## config.mk

```make
export PLATFORM = sky130hd
export DESIGN_NAME = descale_arbiter
export DESIGN_NICKNAME = d
export VERILOG_FILES = /design/src/rtl/descale_arbiter.sv
export SDC_FILE = /design/constraint.sdc
export NUM_CORES = 1
export LEC_CHECK = 0
export BUFFER_PORTS_ARGS = -buffer_cell sky130_fd_sc_hd__buf_2
export CAP_MARGIN = 20
export CORE_AREA = 2 2 214 216
export DETAILED_ROUTE_END_ITERATION = 8
export DIE_AREA = 0 0 216 218
export PLACE_DENSITY = 0.49
export SLEW_MARGIN = 20
export SYNTH_ARGS = -nofsm -noshare
export SYNTH_HDL_FRONTEND = slang
export SYNTH_SLANG_ARGS = --single-unit
```

## constraint.sdc

```tcl
create_clock -name clock -period 2.6 [get_ports clock]
set_input_delay 0.78 -clock clock [delete_from_list [all_inputs] [get_ports clock]]
set_output_delay 0.78 -clock clock [all_outputs]
set_load 0.02 [all_outputs]
```

## src/rtl/descale_arbiter.sv

```systemverilog
// descale_arbiter
//   Two-requester round-robin arbiter and result router in front of the
//   non-stallable descale multiplier pipeline. At most one operation is
//   issued per cycle. Each in-flight operation's owner (and, when tag
//   checking is built in, its tag) rides a LATENCY-deep shift register that
//   lines up with pipe_done, so every product is steered back to the
//   requester that issued it.
//
//   Optional feature: define DESCALE_ARB_TAGCHK_EN to store tags in the
//   tracking register and raise a sticky tag_err on a tag mismatch, a
//   spurious pipe_done or a missing pipe_done. Undefined: tag_err is 0.
//
// Ports
//   clock, reset                 rising-edge clock, synchronous active-high reset
//   reqN_valid/ready             request handshake (transfer on valid && ready)
//   reqN_a/b/z/tag/natlog        request operands and side-band
//   hold                         blocks new grants; in-flight ops still drain
//   pipe_valid/a/b/z/tag/natlog  registered issue into the pipeline
//   pipe_done/product/tag_in/z_in  pipeline result
//   rspN_valid/product/tag/z     registered one-cycle response per requester
//   busy                         issue register or any tracking entry valid
//   tag_err                      sticky tag-check error
module descale_arbiter #(
  parameter int LATENCY = 4
) (
  input  logic        clock,
  input  logic        reset,
  input  logic        req0_valid,
  output logic        req0_ready,
  input  logic [31:0] req0_a,
  input  logic [31:0] req0_b,
  input  logic [31:0] req0_z,
  input  logic [7:0]  req0_tag,
  input  logic        req0_natlog,
  input  logic        req1_valid,
  output logic        req1_ready,
  input  logic [31:0] req1_a,
  input  logic [31:0] req1_b,
  input  logic [31:0] req1_z,
  input  logic [7:0]  req1_tag,
  input  logic        req1_natlog,
  input  logic        hold,
  output logic        pipe_valid,
  output logic [31:0] pipe_a,
  output logic [31:0] pipe_b,
  output logic [31:0] pipe_z,
  output logic [7:0]  pipe_tag,
  output logic        pipe_natlog,
  input  logic        pipe_done,
  input  logic [31:0] pipe_product,
  input  logic [7:0]  pipe_tag_in,
  input  logic [31:0] pipe_z_in,
  output logic        rsp0_valid,
  output logic [31:0] rsp0_product,
  output logic [7:0]  rsp0_tag,
  output logic [31:0] rsp0_z,
  output logic        rsp1_valid,
  output logic [31:0] rsp1_product,
  output logic [7:0]  rsp1_tag,
  output logic [31:0] rsp1_z,
  output logic        busy,
  output logic        tag_err
);

  logic grant0, grant1, xfer0, xfer1;

  // last_grant_q holds the index of the requester granted most recently.
  logic last_grant_q, last_grant_d;

  logic        pipe_valid_q, pipe_valid_d;
  logic [31:0] pipe_a_q, pipe_a_d, pipe_b_q, pipe_b_d, pipe_z_q, pipe_z_d;
  logic [7:0]  pipe_tag_q, pipe_tag_d;
  logic        pipe_natlog_q, pipe_natlog_d;
  logic        issue_owner_q, issue_owner_d;

  logic [LATENCY-1:0] trk_valid_q, trk_valid_d;
  logic [LATENCY-1:0] trk_owner_q, trk_owner_d;
  logic head_valid, head_owner, deliver;

  logic        rsp0_valid_q, rsp0_valid_d, rsp1_valid_q, rsp1_valid_d;
  logic [31:0] rsp0_product_q, rsp0_product_d, rsp1_product_q, rsp1_product_d;
  logic [7:0]  rsp0_tag_q, rsp0_tag_d, rsp1_tag_q, rsp1_tag_d;
  logic [31:0] rsp0_z_q, rsp0_z_d, rsp1_z_q, rsp1_z_d;

  // Round-robin grant: on contention the requester not granted last wins.
  always_comb begin
    grant0 = 1'b0;
    grant1 = 1'b0;
    if (!hold) begin
      if (req0_valid && req1_valid) begin
        if (last_grant_q) grant0 = 1'b1;
        else              grant1 = 1'b1;
      end else if (req0_valid) begin
        grant0 = 1'b1;
      end else if (req1_valid) begin
        grant1 = 1'b1;
      end
    end
  end

  assign req0_ready = grant0;
  assign req1_ready = grant1;
  assign xfer0      = req0_valid & grant0;
  assign xfer1      = req1_valid & grant1;

  // Issue register: operands hold their last value when nothing transfers.
  always_comb begin
    last_grant_d  = last_grant_q;
    pipe_valid_d  = xfer0 | xfer1;
    pipe_a_d      = pipe_a_q;
    pipe_b_d      = pipe_b_q;
    pipe_z_d      = pipe_z_q;
    pipe_tag_d    = pipe_tag_q;
    pipe_natlog_d = pipe_natlog_q;
    issue_owner_d = issue_owner_q;
    if (xfer0) begin
      pipe_a_d      = req0_a;
      pipe_b_d      = req0_b;
      pipe_z_d      = req0_z;
      pipe_tag_d    = req0_tag;
      pipe_natlog_d = req0_natlog;
      issue_owner_d = 1'b0;
      last_grant_d  = 1'b0;
    end else if (xfer1) begin
      pipe_a_d      = req1_a;
      pipe_b_d      = req1_b;
      pipe_z_d      = req1_z;
      pipe_tag_d    = req1_tag;
      pipe_natlog_d = req1_natlog;
      issue_owner_d = 1'b1;
      last_grant_d  = 1'b1;
    end
  end

  // Tracking shift register; entry LATENCY-1 is aligned with pipe_done.
  always_comb begin
    trk_valid_d = {trk_valid_q[LATENCY-2:0], pipe_valid_q};
    trk_owner_d = {trk_owner_q[LATENCY-2:0], issue_owner_q};
  end

  assign head_valid = trk_valid_q[LATENCY-1];
  assign head_owner = trk_owner_q[LATENCY-1];
  assign deliver    = head_valid & pipe_done;

  always_comb begin
    rsp0_valid_d   = deliver & ~head_owner;
    rsp1_valid_d   = deliver & head_owner;
    rsp0_product_d = rsp0_valid_d ? pipe_product : rsp0_product_q;
    rsp0_tag_d     = rsp0_valid_d ? pipe_tag_in  : rsp0_tag_q;
    rsp0_z_d       = rsp0_valid_d ? pipe_z_in    : rsp0_z_q;
    rsp1_product_d = rsp1_valid_d ? pipe_product : rsp1_product_q;
    rsp1_tag_d     = rsp1_valid_d ? pipe_tag_in  : rsp1_tag_q;
    rsp1_z_d       = rsp1_valid_d ? pipe_z_in    : rsp1_z_q;
  end

  always_ff @(posedge clock) begin
    if (reset) begin
      last_grant_q   <= 1'b1;
      pipe_valid_q   <= 1'b0;
      pipe_a_q       <= '0;
      pipe_b_q       <= '0;
      pipe_z_q       <= '0;
      pipe_tag_q     <= '0;
      pipe_natlog_q  <= 1'b0;
      issue_owner_q  <= 1'b0;
      trk_valid_q    <= '0;
      trk_owner_q    <= '0;
      rsp0_valid_q   <= 1'b0;
      rsp0_product_q <= '0;
      rsp0_tag_q     <= '0;
      rsp0_z_q       <= '0;
      rsp1_valid_q   <= 1'b0;
      rsp1_product_q <= '0;
      rsp1_tag_q     <= '0;
      rsp1_z_q       <= '0;
    end else begin
      last_grant_q   <= last_grant_d;
      pipe_valid_q   <= pipe_valid_d;
      pipe_a_q       <= pipe_a_d;
      pipe_b_q       <= pipe_b_d;
      pipe_z_q       <= pipe_z_d;
      pipe_tag_q     <= pipe_tag_d;
      pipe_natlog_q  <= pipe_natlog_d;
      issue_owner_q  <= issue_owner_d;
      trk_valid_q    <= trk_valid_d;
      trk_owner_q    <= trk_owner_d;
      rsp0_valid_q   <= rsp0_valid_d;
      rsp0_product_q <= rsp0_product_d;
      rsp0_tag_q     <= rsp0_tag_d;
      rsp0_z_q       <= rsp0_z_d;
      rsp1_valid_q   <= rsp1_valid_d;
      rsp1_product_q <= rsp1_product_d;
      rsp1_tag_q     <= rsp1_tag_d;
      rsp1_z_q       <= rsp1_z_d;
    end
  end

`ifdef DESCALE_ARB_TAGCHK_EN
  logic [7:0] trk_tag_q [LATENCY];
  logic [7:0] trk_tag_d [LATENCY];
  logic       tag_err_q, tag_err_d;

  generate
    for (genvar gi = 0; gi < LATENCY; gi++) begin : g_trk_tag
      if (gi == 0) begin : g_head_in
        assign trk_tag_d[gi] = pipe_tag_q;
      end else begin : g_shift
        assign trk_tag_d[gi] = trk_tag_q[gi-1];
      end
      always_ff @(posedge clock) begin
        if (reset) trk_tag_q[gi] <= '0;
        else       trk_tag_q[gi] <= trk_tag_d[gi];
      end
    end
  endgenerate

  // Sticky: mismatch on delivery, done without an owner, or owner without done.
  always_comb begin
    tag_err_d = tag_err_q
              | (deliver & (pipe_tag_in != trk_tag_q[LATENCY-1]))
              | (pipe_done & ~head_valid)
              | (head_valid & ~pipe_done);
  end

  always_ff @(posedge clock) begin
    if (reset) tag_err_q <= 1'b0;
    else       tag_err_q <= tag_err_d;
  end

  assign tag_err = tag_err_q;
`else
  assign tag_err = 1'b0;
`endif

  assign pipe_valid   = pipe_valid_q;
  assign pipe_a       = pipe_a_q;
  assign pipe_b       = pipe_b_q;
  assign pipe_z       = pipe_z_q;
  assign pipe_tag     = pipe_tag_q;
  assign pipe_natlog  = pipe_natlog_q;
  assign rsp0_valid   = rsp0_valid_q;
  assign rsp0_product = rsp0_product_q;
  assign rsp0_tag     = rsp0_tag_q;
  assign rsp0_z       = rsp0_z_q;
  assign rsp1_valid   = rsp1_valid_q;
  assign rsp1_product = rsp1_product_q;
  assign rsp1_tag     = rsp1_tag_q;
  assign rsp1_z       = rsp1_z_q;
  assign busy         = pipe_valid_q | (|trk_valid_q);

endmodule

```

==> flow_summary_export.csv <==
group,metric,value,unit
floorplan,rows,78,
clock_tree,numCtsBuffers,31,
floorplan,initial_core_util,0.2140,
cells_and_area,synthToLayoutAreaGrowth,46.75,%
yosys,seq_area_frac_synth,0.5459,
drt,ant_nets,0,
power,seqPwrFrac,0.446,
min_path,whs_path_depth,1,
placed_design,gp_congestion,0.8213,
drt,dr.first_iter.drc_count,463,
floorplan,die_y,218,um
drt,first_pass_iters,5,
sta,finalCritPeriodShare,0.9028,
yosys,synth_top_family_by_area,"compound AO/OA/AOI/OAI gates",
yosys,synth.area.top_cells,"dfxtp_1 55%, nand2_1 11%, mux2i_1 11%, o2bb2ai_1 9.6%, a21oi_1 7.6%",
drt,num_vias,9264,
cells_and_area,drive_gt1_frac,0.4033,
critical_path,critPathRequiredTime,1.82,ns
sta,setup-tns-final,0,ns
yosys,synth-seq-cells,262,
sta,skew,0.006378,ns
clock_tree,cts_max_level,1,
yosys,syn_area,9608,um2
critical_path,start_kind,"input port",
clock_tree,hold_buffers,0,
floorplan,die_area,47090,um2
placed_design,hpwl,27270,um
run,drv_cap,0,
floorplan,core,44890,um2
power,leakage,6.754,nW
grt,met2_usage,0.2543,
yosys,synth_top_area_frac,0.5459,
grt,grt_util_met3,0.04142,
yosys,synth-simple-area-share,0.1271,
sta,tightest_slew,0.6328,ns
sta,max_slew_margin,0.5771,
power,p_sw,0.002306,W
critical_path,path_class,"input port to output port",
cells_and_area,fillerInstances,4820,
critical_path,reg2reg_from,"last_grant_q$_SDFFE_PP1P_",
grt,grt_max_degree,89,
power,combinationalPowerShare,0.102,
critical_path,slowest_stage,"a21o_4",
cells_and_area,nets,1833,
yosys,ys_warn_count,0,
clock_tree,cts_sinks,262,
power,internal_power,0.007113,W
drt,drc,0,
placed_design,dp.cells,2112,
drt,wl,36540,um
yosys,synth_xor_xnor_area_share,0,
clock_tree,path_clk_slew,0.06,ns
yosys,syn_nets,1310,
grt,grtUsageTotal,0.1459,
critical_path,r2r-end,"pipe_z[21]$_SDFFE_PP0P_",
yosys,synth_compound_area_frac,0.1729,
critical_path,max_stage_delay,0.21,ns
clock_tree,clock-root-buffer,"clkbuf_16",
min_path,hold_class,"flop to flop",
clock_tree,clockBufferDepth,3,
yosys,syn_inst,1022,
clock_tree,postCtsSetupBuffers,0,
critical_path,cp_cell_sequence,"buf_2 -> nand2b_1 -> a21o_4 -> inv_2 -> buf_2",
critical_path,r2r_cells,6,
yosys,yosysTopAreaCell,"dfxtp_1",
placed_design,io_buffers,542,
critical_path,worstPathArrival,1.57,ns
yosys,synth-adder-area-share,0,
yosys,synth.distinct_cells,24,
drt,vias_per_cell,4.269,
power,switching_share,0.2448,
grt,grt_pass1_vias,9078,
cells_and_area,design_area,14100,um2
power,clkPwrFrac,0.453,
outcome,status,"finished clean",
power,peakVddDrop,0.3913,mV
sta,fmax,426.0,MHz
grt,grt_overflow,0,
critical_path,crit_path_frequent_cell,"buf_2",
grt,gr-usage-met1,0.1701,
sta,maxSlewViolCount,0,
power,powerDensity,668.0,nW/um2
cells_and_area,fin_cells,2170,
floorplan,die_width,216,um
grt,antenna_found_initial,10,
clock_tree,cts_tree,"built",
sta,setup_violations,0,
critical_path,reg2reg_setup_slack,0.93,ns
min_path,hold_end,"trk_owner_q[2]$_SDFF_PP0_",
critical_path,end_kind,"output port",
yosys,syn_area_per_cell,9.401,um2
yosys,synth.area.mux_share,0.1094,
clock_tree,clock_latency,0.55,ns
placed_design,placed_area,13080,um2
sta,hold_viol,0,
grt,grt_busiest_layer,"met2",
clock_tree,cts_resized,0,
floorplan,io_pins,544,
grt,grt_pass1_wl,53640,um
min_path,worstHoldStart,"trk_owner_q[1]$_SDFF_PP0_",
critical_path,worstPathMaxFanout,4,
drt,routedWlPerCell,16.84,um
sta,rsz0062_at_grt,"false",
sta,period_needed,2.347,ns
-- critical path, delay by kind of cell --
family | cells | cell delay [ns]
buffers and inverters | 3 | 0.40
AND/OR/NAND/NOR | 1 | 0.18
AO/OA/AOI/OAI | 1 | 0.21
-- cells in the mapped netlist --
cell,count
mux2i_1,105
inv_2,2
buf_2,16
and3_1,1
nor3_1,2
nor2_1,8
nand2b_1,2
nor2b_1,8
buf_4,1
clkbuf_1,50
nand2_1,290
or3_1,1
a21oi_1,145
dfxtp_1,262
nand3_1,1
buf_1,7
inv_1,1
conb_1,1
buf_6,10
or2_1,1
o2bb2ai_1,105
a21o_1,1
a211o_1,1
nor2_2,1
-- logic make-up (layout without fill, tap and decap cells) --
logic type	after synthesis	count (layout)
AO/OA/AOI/OAI	252	252
flip-flops	262	262
multiplexers	105	105
other	1	4
buffers and inverters	87	632
AND/OR/NAND/NOR	315	315
-- power by group through the flow --
stage,combinational [W],clock (W),sequential [W]
finish,0.000956,0.00426,0.00420
floorplan,0.000339,0,0.00442
global placement,0.000962,0,0.00428
CTS,0.000973,0.00441,0.00420
global route,0.00103,0.00458,0.00421
detailed placement,0.000972,0,0.00428
-- registers in the layout, indices dropped and copies added (netlist names), 4 cells and up --
| signal | flops |
|---|---|
| rsp0_product | 32 |
| rsp0_tag | 8 |
| rsp0_z | 32 |
| pipe_z | 32 |
| pipe_a | 32 |
| rsp1_product | 32 |
| pipe_b | 32 |
| trk_owner_q | 4 |
| pipe_tag | 8 |
| rsp1_z | 32 |
| rsp1_tag | 8 |
| trk_valid_q | 4 |
-- how the worst max path moves through the flow --
stage,slack (ns),start,cells past startpoint,endpoint
6_report,0.25,hold,5,req0_ready
5_1_grt,0.22,hold,5,req0_ready
4_1_cts,0.24,hold,5,req0_ready
3_5_place_dp,0.22,hold,7,pipe_z[21]$_SDFFE_PP0P_
3_3_place_gp,0.24,hold,5,req0_ready
2_1_floorplan,0.23,hold,6,req0_ready
-- per-stage QoR --
stage                 util  worst slack, ns  hold slack [ns]  power [W]
floorplan                -           0.2323           0.4138   0.004759
global placement    0.2914           0.2400           0.4222   0.005246
detailed placement  0.2914           0.2209           0.4261   0.005252
CTS                 0.3139           0.2413           0.4260   0.009578
global route        0.3141           0.2172           0.4480   0.009818
finish              0.3141           0.2526           0.4332   0.009418
-- cell usage in the layout, fill, tap and decap left out, types with 3 or more instances in the layout --
master / n
a21oi_1: 145
buf_12: 12
buf_2: 541
buf_4: 21
clkbuf_1: 6
clkbuf_16: 31
clkbuf_8: 10
clkinv_2: 5
dfxtp_1: 262
diode_2: 3
mux2i_1: 105
nand2_1: 290
nor2_1: 7
nor2b_1: 8
o2bb2ai_1: 105
-- routing by layer --
layer  up-vias  wire length, um
met4         8              962
met1      4257            14540
met5         -               49
li1       4544                -
met2       390            18070
met3        65             2908
-- final cells by class --
type	instances	area, um2	share of cell area
inverters	3	11.26	0.0007986
diodes	3	7.507	0.0005324
flip-flops and latches	262	5245	0.3720
multi-input cells	673	3969	0.2815
clock inverters	8	75.07	0.005324
repair buffers	574	3105	0.2202
well taps	600	750.7	0.05324
clock buffers	47	935.9	0.06638
No activity file was read; power rests on OpenSTA's default activity.
